File: src/rtl/phase_error_detector_pkg.sv
// Shared ADPLL definitions: detector FSM states, the default error width
// (shared with the loop filter) and saturating arithmetic helpers.
package adpll_pkg;

  localparam int unsigned ADPLL_ERROR_WIDTH = 32'd8;

  typedef enum logic [1:0] {
    PD_IDLE     = 2'd0,
    PD_REF_LEAD = 2'd1,
    PD_FB_LEAD  = 2'd2
  } pd_state_e;

  // Increment that sticks at max_val instead of wrapping.
  function automatic int unsigned sat_inc(input int unsigned val, input int unsigned max_val);
    int unsigned res;
    if (val >= max_val) begin
      res = max_val;
    end else begin
      res = val + 32'd1;
    end
    return res;
  endfunction

  function automatic int unsigned abs_err(input int val);
    int unsigned res;
    if (val < 32'sd0) begin
      res = -val;
    end else begin
      res = val;
    end
    return res;
  endfunction

endpackage

File: src/rtl/phase_error_detector_if.sv
// Output bus of the phase/frequency detector towards the loop filter.
interface phase_error_detector_if #(
  parameter int unsigned ERROR_WIDTH = adpll_pkg::ADPLL_ERROR_WIDTH
);

  logic signed [ERROR_WIDTH-1:0] error_o;
  logic                          valid_o;
  logic                          lock_o;

  modport master (output error_o, output valid_o, output lock_o);
  modport slave  (input  error_o, input  valid_o, input  lock_o);

endinterface

File: src/rtl/phase_error_detector_edge_sync.sv
// edge_sync: multi-flop synchronizer followed by a one-cycle rising-edge pulse.
module edge_sync #(
  parameter int unsigned SYNC_STAGES = 32'd2
) (
  input  logic clk,
  input  logic rst_n,
  input  logic async_i,
  output logic pulse_o
);

  logic [SYNC_STAGES-1:0] sync_r;
  logic                   hist_r;
  logic                   pulse_r;

  // Synchronize, remember the previous synced level, register the rise.
  always_ff @(posedge clk or negedge rst_n) begin
    if (!rst_n) begin
      sync_r  <= {SYNC_STAGES{1'b0}};
      hist_r  <= 1'b0;
      pulse_r <= 1'b0;
    end else begin
      sync_r  <= {sync_r[SYNC_STAGES-2:0], async_i};
      hist_r  <= sync_r[SYNC_STAGES-1];
      pulse_r <= sync_r[SYNC_STAGES-1] & ~hist_r;
    end
  end

  assign pulse_o = pulse_r;

endmodule

File: src/rtl/phase_error_detector.sv
// ADPLL phase/frequency detector: counts sampling cycles between ref and fb edges.
// Optional lock detection is compiled in with PHASE_ERROR_LOCK_DETECT_EN.
module phase_error_detector
  import adpll_pkg::*;
#(
  parameter int unsigned ERROR_WIDTH = ADPLL_ERROR_WIDTH,
  parameter int unsigned SYNC_STAGES = 32'd2,
  parameter int unsigned LOCK_THRESH = 32'd2,
  parameter int unsigned LOCK_COUNT  = 32'd16
) (
  input  logic gen_clk_i,
  input  logic reset_n_i,
  input  logic ref_clk_i,
  input  logic fb_clk_i,
  phase_error_detector_if.master pd_if
);

  localparam int unsigned CNT_W   = ERROR_WIDTH - 32'd1;
  localparam int unsigned CNT_MAX = (32'd1 << CNT_W) - 32'd1;

  logic                          ref_pulse_s;
  logic                          fb_pulse_s;
  pd_state_e                     state_r;
  logic [CNT_W-1:0]              cnt_r;
  logic [CNT_W-1:0]              cnt_inc_s;
  logic signed [ERROR_WIDTH-1:0] pos_err_s;
  logic signed [ERROR_WIDTH-1:0] neg_err_s;
  logic signed [ERROR_WIDTH-1:0] max_pos_s;
  logic signed [ERROR_WIDTH-1:0] max_neg_s;
  logic signed [ERROR_WIDTH-1:0] emit_err_s;
  logic                          emit_valid_s;
  logic signed [ERROR_WIDTH-1:0] error_r;
  logic                          valid_r;

  edge_sync #(.SYNC_STAGES(SYNC_STAGES)) u_ref_sync (
    .clk(gen_clk_i), .rst_n(reset_n_i), .async_i(ref_clk_i), .pulse_o(ref_pulse_s)
  );

  edge_sync #(.SYNC_STAGES(SYNC_STAGES)) u_fb_sync (
    .clk(gen_clk_i), .rst_n(reset_n_i), .async_i(fb_clk_i), .pulse_o(fb_pulse_s)
  );

  // cnt+1 saturated equals the lag in cycles, so one value serves both roles.
  assign cnt_inc_s = CNT_W'(sat_inc(32'(cnt_r), CNT_MAX));
  assign pos_err_s = {1'b0, cnt_inc_s};
  assign neg_err_s = -pos_err_s;
  assign max_pos_s = {1'b0, {CNT_W{1'b1}}};
  assign max_neg_s = -max_pos_s;

  // Decide whether this cycle closes a measurement and with which value.
  always_comb begin
    emit_valid_s = 1'b0;
    emit_err_s   = {ERROR_WIDTH{1'b0}};
    case (state_r)
      PD_IDLE: begin
        if (ref_pulse_s && fb_pulse_s) begin
          emit_valid_s = 1'b1;
          emit_err_s   = {ERROR_WIDTH{1'b0}};
        end else begin
          emit_valid_s = 1'b0;
        end
      end
      PD_REF_LEAD: begin
        if (fb_pulse_s) begin
          emit_valid_s = 1'b1;
          emit_err_s   = pos_err_s;
        end else if (ref_pulse_s) begin
          emit_valid_s = 1'b1;
          emit_err_s   = max_pos_s;
        end else begin
          emit_valid_s = 1'b0;
        end
      end
      PD_FB_LEAD: begin
        if (ref_pulse_s) begin
          emit_valid_s = 1'b1;
          emit_err_s   = neg_err_s;
        end else if (fb_pulse_s) begin
          emit_valid_s = 1'b1;
          emit_err_s   = max_neg_s;
        end else begin
          emit_valid_s = 1'b0;
        end
      end
      default: begin
        emit_valid_s = 1'b0;
        emit_err_s   = {ERROR_WIDTH{1'b0}};
      end
    endcase
  end

  // Detector FSM, lag counter and registered error/valid outputs.
  always_ff @(posedge gen_clk_i or negedge reset_n_i) begin
    if (!reset_n_i) begin
      state_r <= PD_IDLE;
      cnt_r   <= {CNT_W{1'b0}};
      error_r <= {ERROR_WIDTH{1'b0}};
      valid_r <= 1'b0;
    end else begin
      valid_r <= emit_valid_s;
      if (emit_valid_s) begin
        error_r <= emit_err_s;
      end
      case (state_r)
        PD_IDLE: begin
          if (ref_pulse_s && !fb_pulse_s) begin
            state_r <= PD_REF_LEAD;
            cnt_r   <= {CNT_W{1'b0}};
          end else if (fb_pulse_s && !ref_pulse_s) begin
            state_r <= PD_FB_LEAD;
            cnt_r   <= {CNT_W{1'b0}};
          end
        end
        PD_REF_LEAD: begin
          if (ref_pulse_s) begin
            cnt_r <= {CNT_W{1'b0}};
          end else if (fb_pulse_s) begin
            state_r <= PD_IDLE;
          end else begin
            cnt_r <= cnt_inc_s;
          end
        end
        PD_FB_LEAD: begin
          if (fb_pulse_s) begin
            cnt_r <= {CNT_W{1'b0}};
          end else if (ref_pulse_s) begin
            state_r <= PD_IDLE;
          end else begin
            cnt_r <= cnt_inc_s;
          end
        end
        default: begin
          state_r <= PD_IDLE;
          cnt_r   <= {CNT_W{1'b0}};
        end
      endcase
    end
  end

  assign pd_if.error_o = error_r;
  assign pd_if.valid_o = valid_r;

`ifdef PHASE_ERROR_LOCK_DETECT_EN
  localparam int unsigned LOCK_W = $clog2(LOCK_COUNT + 32'd1);

  logic [LOCK_W-1:0] lock_cnt_r;
  logic [LOCK_W-1:0] lock_cnt_inc_s;
  logic              in_lock_s;
  logic              lock_r;

  assign in_lock_s      = abs_err(int'(emit_err_s)) <= LOCK_THRESH;
  assign lock_cnt_inc_s = LOCK_W'(sat_inc(32'(lock_cnt_r), LOCK_COUNT));

  // Lock tracks the error being registered this edge, so it moves with valid.
  always_ff @(posedge gen_clk_i or negedge reset_n_i) begin
    if (!reset_n_i) begin
      lock_cnt_r <= {LOCK_W{1'b0}};
      lock_r     <= 1'b0;
    end else if (emit_valid_s) begin
      if (in_lock_s) begin
        lock_cnt_r <= lock_cnt_inc_s;
        lock_r     <= (32'(lock_cnt_inc_s) == LOCK_COUNT);
      end else begin
        lock_cnt_r <= {LOCK_W{1'b0}};
        lock_r     <= 1'b0;
      end
    end
  end

  assign pd_if.lock_o = lock_r;
`else
  assign pd_if.lock_o = 1'b0;
`endif

endmodule

File: src/flat_wrapper.sv
// flat-port wrapper written by rule: the top's interface ports become plain ports
module phase_error_detector_flat import adpll_pkg::*;
#(
  parameter int unsigned ERROR_WIDTH = ADPLL_ERROR_WIDTH,
  parameter int unsigned SYNC_STAGES = 32'd2,
  parameter int unsigned LOCK_THRESH = 32'd2,
  parameter int unsigned LOCK_COUNT  = 32'd16
)
  (gen_clk_i, reset_n_i, ref_clk_i, fb_clk_i, pd_if_error_o, pd_if_valid_o, pd_if_lock_o);
  phase_error_detector_if #(.ERROR_WIDTH(ERROR_WIDTH)) pd_if_i ();
  input  logic gen_clk_i;
  input  logic reset_n_i;
  input  logic ref_clk_i;
  input  logic fb_clk_i;
  output wire logic [$bits(pd_if_i.error_o)-1:0] pd_if_error_o;
  output wire logic [$bits(pd_if_i.valid_o)-1:0] pd_if_valid_o;
  output wire logic [$bits(pd_if_i.lock_o)-1:0] pd_if_lock_o;
  assign pd_if_error_o = pd_if_i.error_o;
  assign pd_if_valid_o = pd_if_i.valid_o;
  assign pd_if_lock_o = pd_if_i.lock_o;
  phase_error_detector #(.ERROR_WIDTH(ERROR_WIDTH), .SYNC_STAGES(SYNC_STAGES), .LOCK_THRESH(LOCK_THRESH), .LOCK_COUNT(LOCK_COUNT)) u_core (.gen_clk_i(gen_clk_i), .reset_n_i(reset_n_i), .ref_clk_i(ref_clk_i), .fb_clk_i(fb_clk_i), .pd_if(pd_if_i));
endmodule
File: config.mk
export PLATFORM = sky130hd
export DESIGN_NAME = phase_error_detector_flat
export DESIGN_NICKNAME = d
export VERILOG_FILES = /design/src/rtl/phase_error_detector_pkg.sv /design/src/rtl/phase_error_detector_if.sv /design/src/rtl/phase_error_detector_edge_sync.sv /design/src/rtl/phase_error_detector.sv /design/src/flat_wrapper.sv
export SDC_FILE = /design/constraint.sdc
export NUM_CORES = 1
export LEC_CHECK = 0
export ABC_AREA = 1
export CELL_PAD_IN_SITES_DETAIL_PLACEMENT = 1
export CELL_PAD_IN_SITES_GLOBAL_PLACEMENT = 1
export CORE_MARGIN = 2
export CORE_UTILIZATION = 46
export DETAILED_ROUTE_END_ITERATION = 12
export DONT_BUFFER_PORTS = 1
export GPL_TIMING_DRIVEN = 0
export PLACE_DENSITY = 0.88
export REMOVE_ABC_BUFFERS = 1
export SYNTH_ARGS = -nofsm -noshare
export SYNTH_HDL_FRONTEND = slang
export SYNTH_SLANG_ARGS = --single-unit
File: constraint.sdc
create_clock -name gen_clk_i -period 2.61 [get_ports gen_clk_i]
set_input_delay 0.261 -clock gen_clk_i [delete_from_list [all_inputs] [get_ports gen_clk_i]]
set_output_delay 0.261 -clock gen_clk_i [all_outputs]
set_load 0.01 [all_outputs]
==> impl_metrics.toml <==
[synth]
ys_types = 26
synthCells = 181
synth_sequential_area_ratio = 0.458
yosys.area.top_type_share = 0.458
ys_seq_elements = 26
synth_area_leader_cell = "dfrtp_1"
synthesis.area_um2 = 1420
synth_area_leaders = "dfrtp_1, nand2_1, inv_1"
yosys_warnings = 0
syn_avg_cell_area_um2 = 7.85

[drt]
routed_wl_um = 3560
drt-initial-drc-count = 26
drc_errors = 0
viasPerCell = 5.47
via_count = 1208
drtPass1Iterations = 4
wl_per_cell_um = 16.1
drtAntennaViolNets = 0

[die]
initial_core_util = 0.473
die_h_um = 59.6
die-area_um2 = 3550
pin_count = 14
die_w_um = 59.6
rows = 20
core_um2 = 3000

[final_layout]
syn_to_final_growth_pct = 8.63
drive_gt1_frac = 0.0904
final_area_um2 = 1540
fin_cells = 221
fin_nets = 199
diodes = 0

[hold_path]
hp-class = "in -> async"

[global_route]
grt_usage = 0.237
grt_remaining_overflow = 0
grt_max_degree = 27
grt_pass1_vias = 1296
grt_antenna_before_repair = 0
grt_pass1_wl_um = 6140

[worst_setup_path]
crit_chain = "ha_1 -> nand2_1 -> nor2_1 -> nand2_2 -> nand2_2 -> nor2_1 -> ha_1 -> nand4_1 -> nor2_4 -> nand3_1 -> nand3_1 -> nand2_1 -> nand2_1 -> nand2_1"
r2r_end = "u_core.pd_if.error_o[6]"
r2r_start = "u_core.cnt_r[0]"
cp-end-kind = "flop"
worstSetupPathType = "reg -> reg"
cp_top_family = "simple AND/OR/NAND/NOR gates"
crit_fanout = 6
worst_setup_path_start_kind = "flop"
cpMostUsedCell = "nand2_1"
required_ns = 2.86
critPathSlowestCell = "dfrtp_1"
worst-path-buf-inv = 0
path_depth = 14
r2r_slack_ns = 0.26
critPathLaunch = "u_core.cnt_r[0]"
rr_worst_depth = 14
arrival_ns = 2.59
critical_path.max_stage_delay_ns = 0.48

[pwr]
finalPower_w = 0.00128
power.density_nw_per_um2 = 828
power_leakage_nw = 0.763
ir_drop_mv = 0.447

[sta]
setup_violations = 0
finClkSkew_ns = 0.00452
max_freq_ghz = 0.426
slew_viol_final = 0
period_share = 0.900
fin_setup_tns_ns = 0
worst_pin_slew_ns = 0.502
slew_headroom = 0.662
period_minus_slack_ns = 2.35
final-hold-violation-count = 0
rsz0062_at_grt = "no"

[clocking]
h-tree-depth = 1
clk_pin_slew_ns = 0.14
clkLatencyLatePin_ns = 0.34
root_buffer = "clkbuf_4"
cts_tree = "yes"
clock_sinks = 26
post_cts_buffers = 0
clock_path_buffers = 2
cts_buffers = 3

[status]
status = "completed"

[placement]
dpl_cell_area_um2 = 1450
io_buffers = 0
dp_cells = 213
gp_congestion = 0.821
hpwl_um = 2650

[run]
cap_viol_max_count = 0
-- power by group --
part / total, W / internal (W) / switching, W
sequential: 0.000599 / 0.000493 / 0.000106
combinational: 0.000470 / 0.000155 / 0.000315
clock: 0.000209 / 0.0000857 / 0.000123
total: 0.00128 / 0.000734 / 0.000544
-- registers in the layout, summed over array words and instances (netlist names) --
name and cells:
u_core.pd_if.error_o 8, u_core.cnt_r 7, u_core.state_r 2, u_core.u_fb_sync.sync_r 2, u_core.u_ref_sync.sync_r 2, u_core.pd_if.valid_o 1
u_core.u_fb_sync.hist_r 1, u_core.u_fb_sync.pulse_o 1, u_core.u_ref_sync.hist_r 1, u_core.u_ref_sync.pulse_o 1
-- metal layers --
layer | GRT usage | vias to the layer above | wire, um
met5 | 0 | - | 0
met4 | 0.108 | 0 | 68
met3 | 0.0371 | 7 | 94
met2 | 0.421 | 24 | 1950
met1 | 0.278 | 583 | 1450
li1 | - | 594 | -
-- cell usage after synthesis --
master / count
nand3_4: 1
xnor2_1: 2
ha_1: 6
conb_1: 1
o21ai_2: 1
nand3_1: 10
dfrtp_1: 26
nand2_2: 3
o21ai_0: 11
nor3_1: 2
a21o_1: 1
nor2_2: 1
o21ai_1: 6
xor2_1: 1
inv_1: 26
a21oi_1: 4
buf_4: 1
o22ai_1: 6
inv_2: 3
nor2_4: 1
a22o_1: 1
nor2_1: 17
nand2_1: 46
a22oi_1: 1
nand3_2: 1
nand4_1: 2
-- layout by cell type (no fill, tap or decap) --
master         synthesis  final
nand2_1               46     45
inv_1                 26     26
dfrtp_1               26     26
nor2_1                17     17
o21ai_0               11     11
nand3_1               10     10
o22ai_1                6      6
o21ai_1                6      6
ha_1                   6      6
nand2_2                3      4
a21oi_1                4      4
inv_2                  3      3
clkbuf_4               0      3
dlygate4sd3_1          0      3
xnor2_1                2      2
nand4_1                2      2
nor3_1                 2      2
nand3_4                1      1
a21o_1                 1      1
a22oi_1                1      1
a22o_1                 1      1
nor2_2                 1      1
o21ai_2                1      1
nand3_2                1      1
xor2_1                 1      1
nor2_4                 1      1
conb_1                 1      1
clkbuf_8               0      1
buf_12                 0      1
-- worst max path at each step --
stage	end	slack (ns)
3_5_place_dp	u_core.pd_if.error_o[6]	0.21
4_1_cts	u_core.pd_if.error_o[6]	0.19
5_1_grt	u_core.pd_if.error_o[6]	0.06
6_report	u_core.pd_if.error_o[6]	0.26
3_3_place_gp	u_core.pd_if.error_o[6]	0.30
2_1_floorplan	u_core.pd_if.error_o[6]	0.56
-- logic make-up after synthesis --
| kind of cell | share of synthesized area |
|---|---|
| flops | 0.458 |
| simple gates | 0.263 |
| xor+xnor | 0.0185 |
| buf+inv | 0.0819 |
| fa+ha+maj | 0.0529 |
| other cells | 0.00264 |
| compound gates | 0.123 |
-- stage by stage --
stage | util | hold slack, ns | setup WS [ns]
2_1_floorplan | - | -0.0346 | 0.564
3_3_place_gp | 0.484 | -0.0336 | 0.301
3_5_place_dp | 0.484 | -0.0335 | 0.214
4_1_cts | 0.513 | 0.338 | 0.189
5_1_grt | 0.514 | 0.352 | 0.0590
6_report | 0.514 | 0.335 | 0.262
-- area by class of cell --
class,instances,area (um2)
inverters,29,109
repair buffers,4,50.0
fillers,371,1460
clock buffers,4,36.3
multi-input cells,125,656
well taps,33,41.3
flip-flops and latches,26,651
-- repair_timing --
action,CTS,global route
endpoints found under the setup margin,0,2
resized for setup,0,1
endpoints found under the hold margin,28,0
hold buffers,4,0
(Power assumes the default switching activity.)
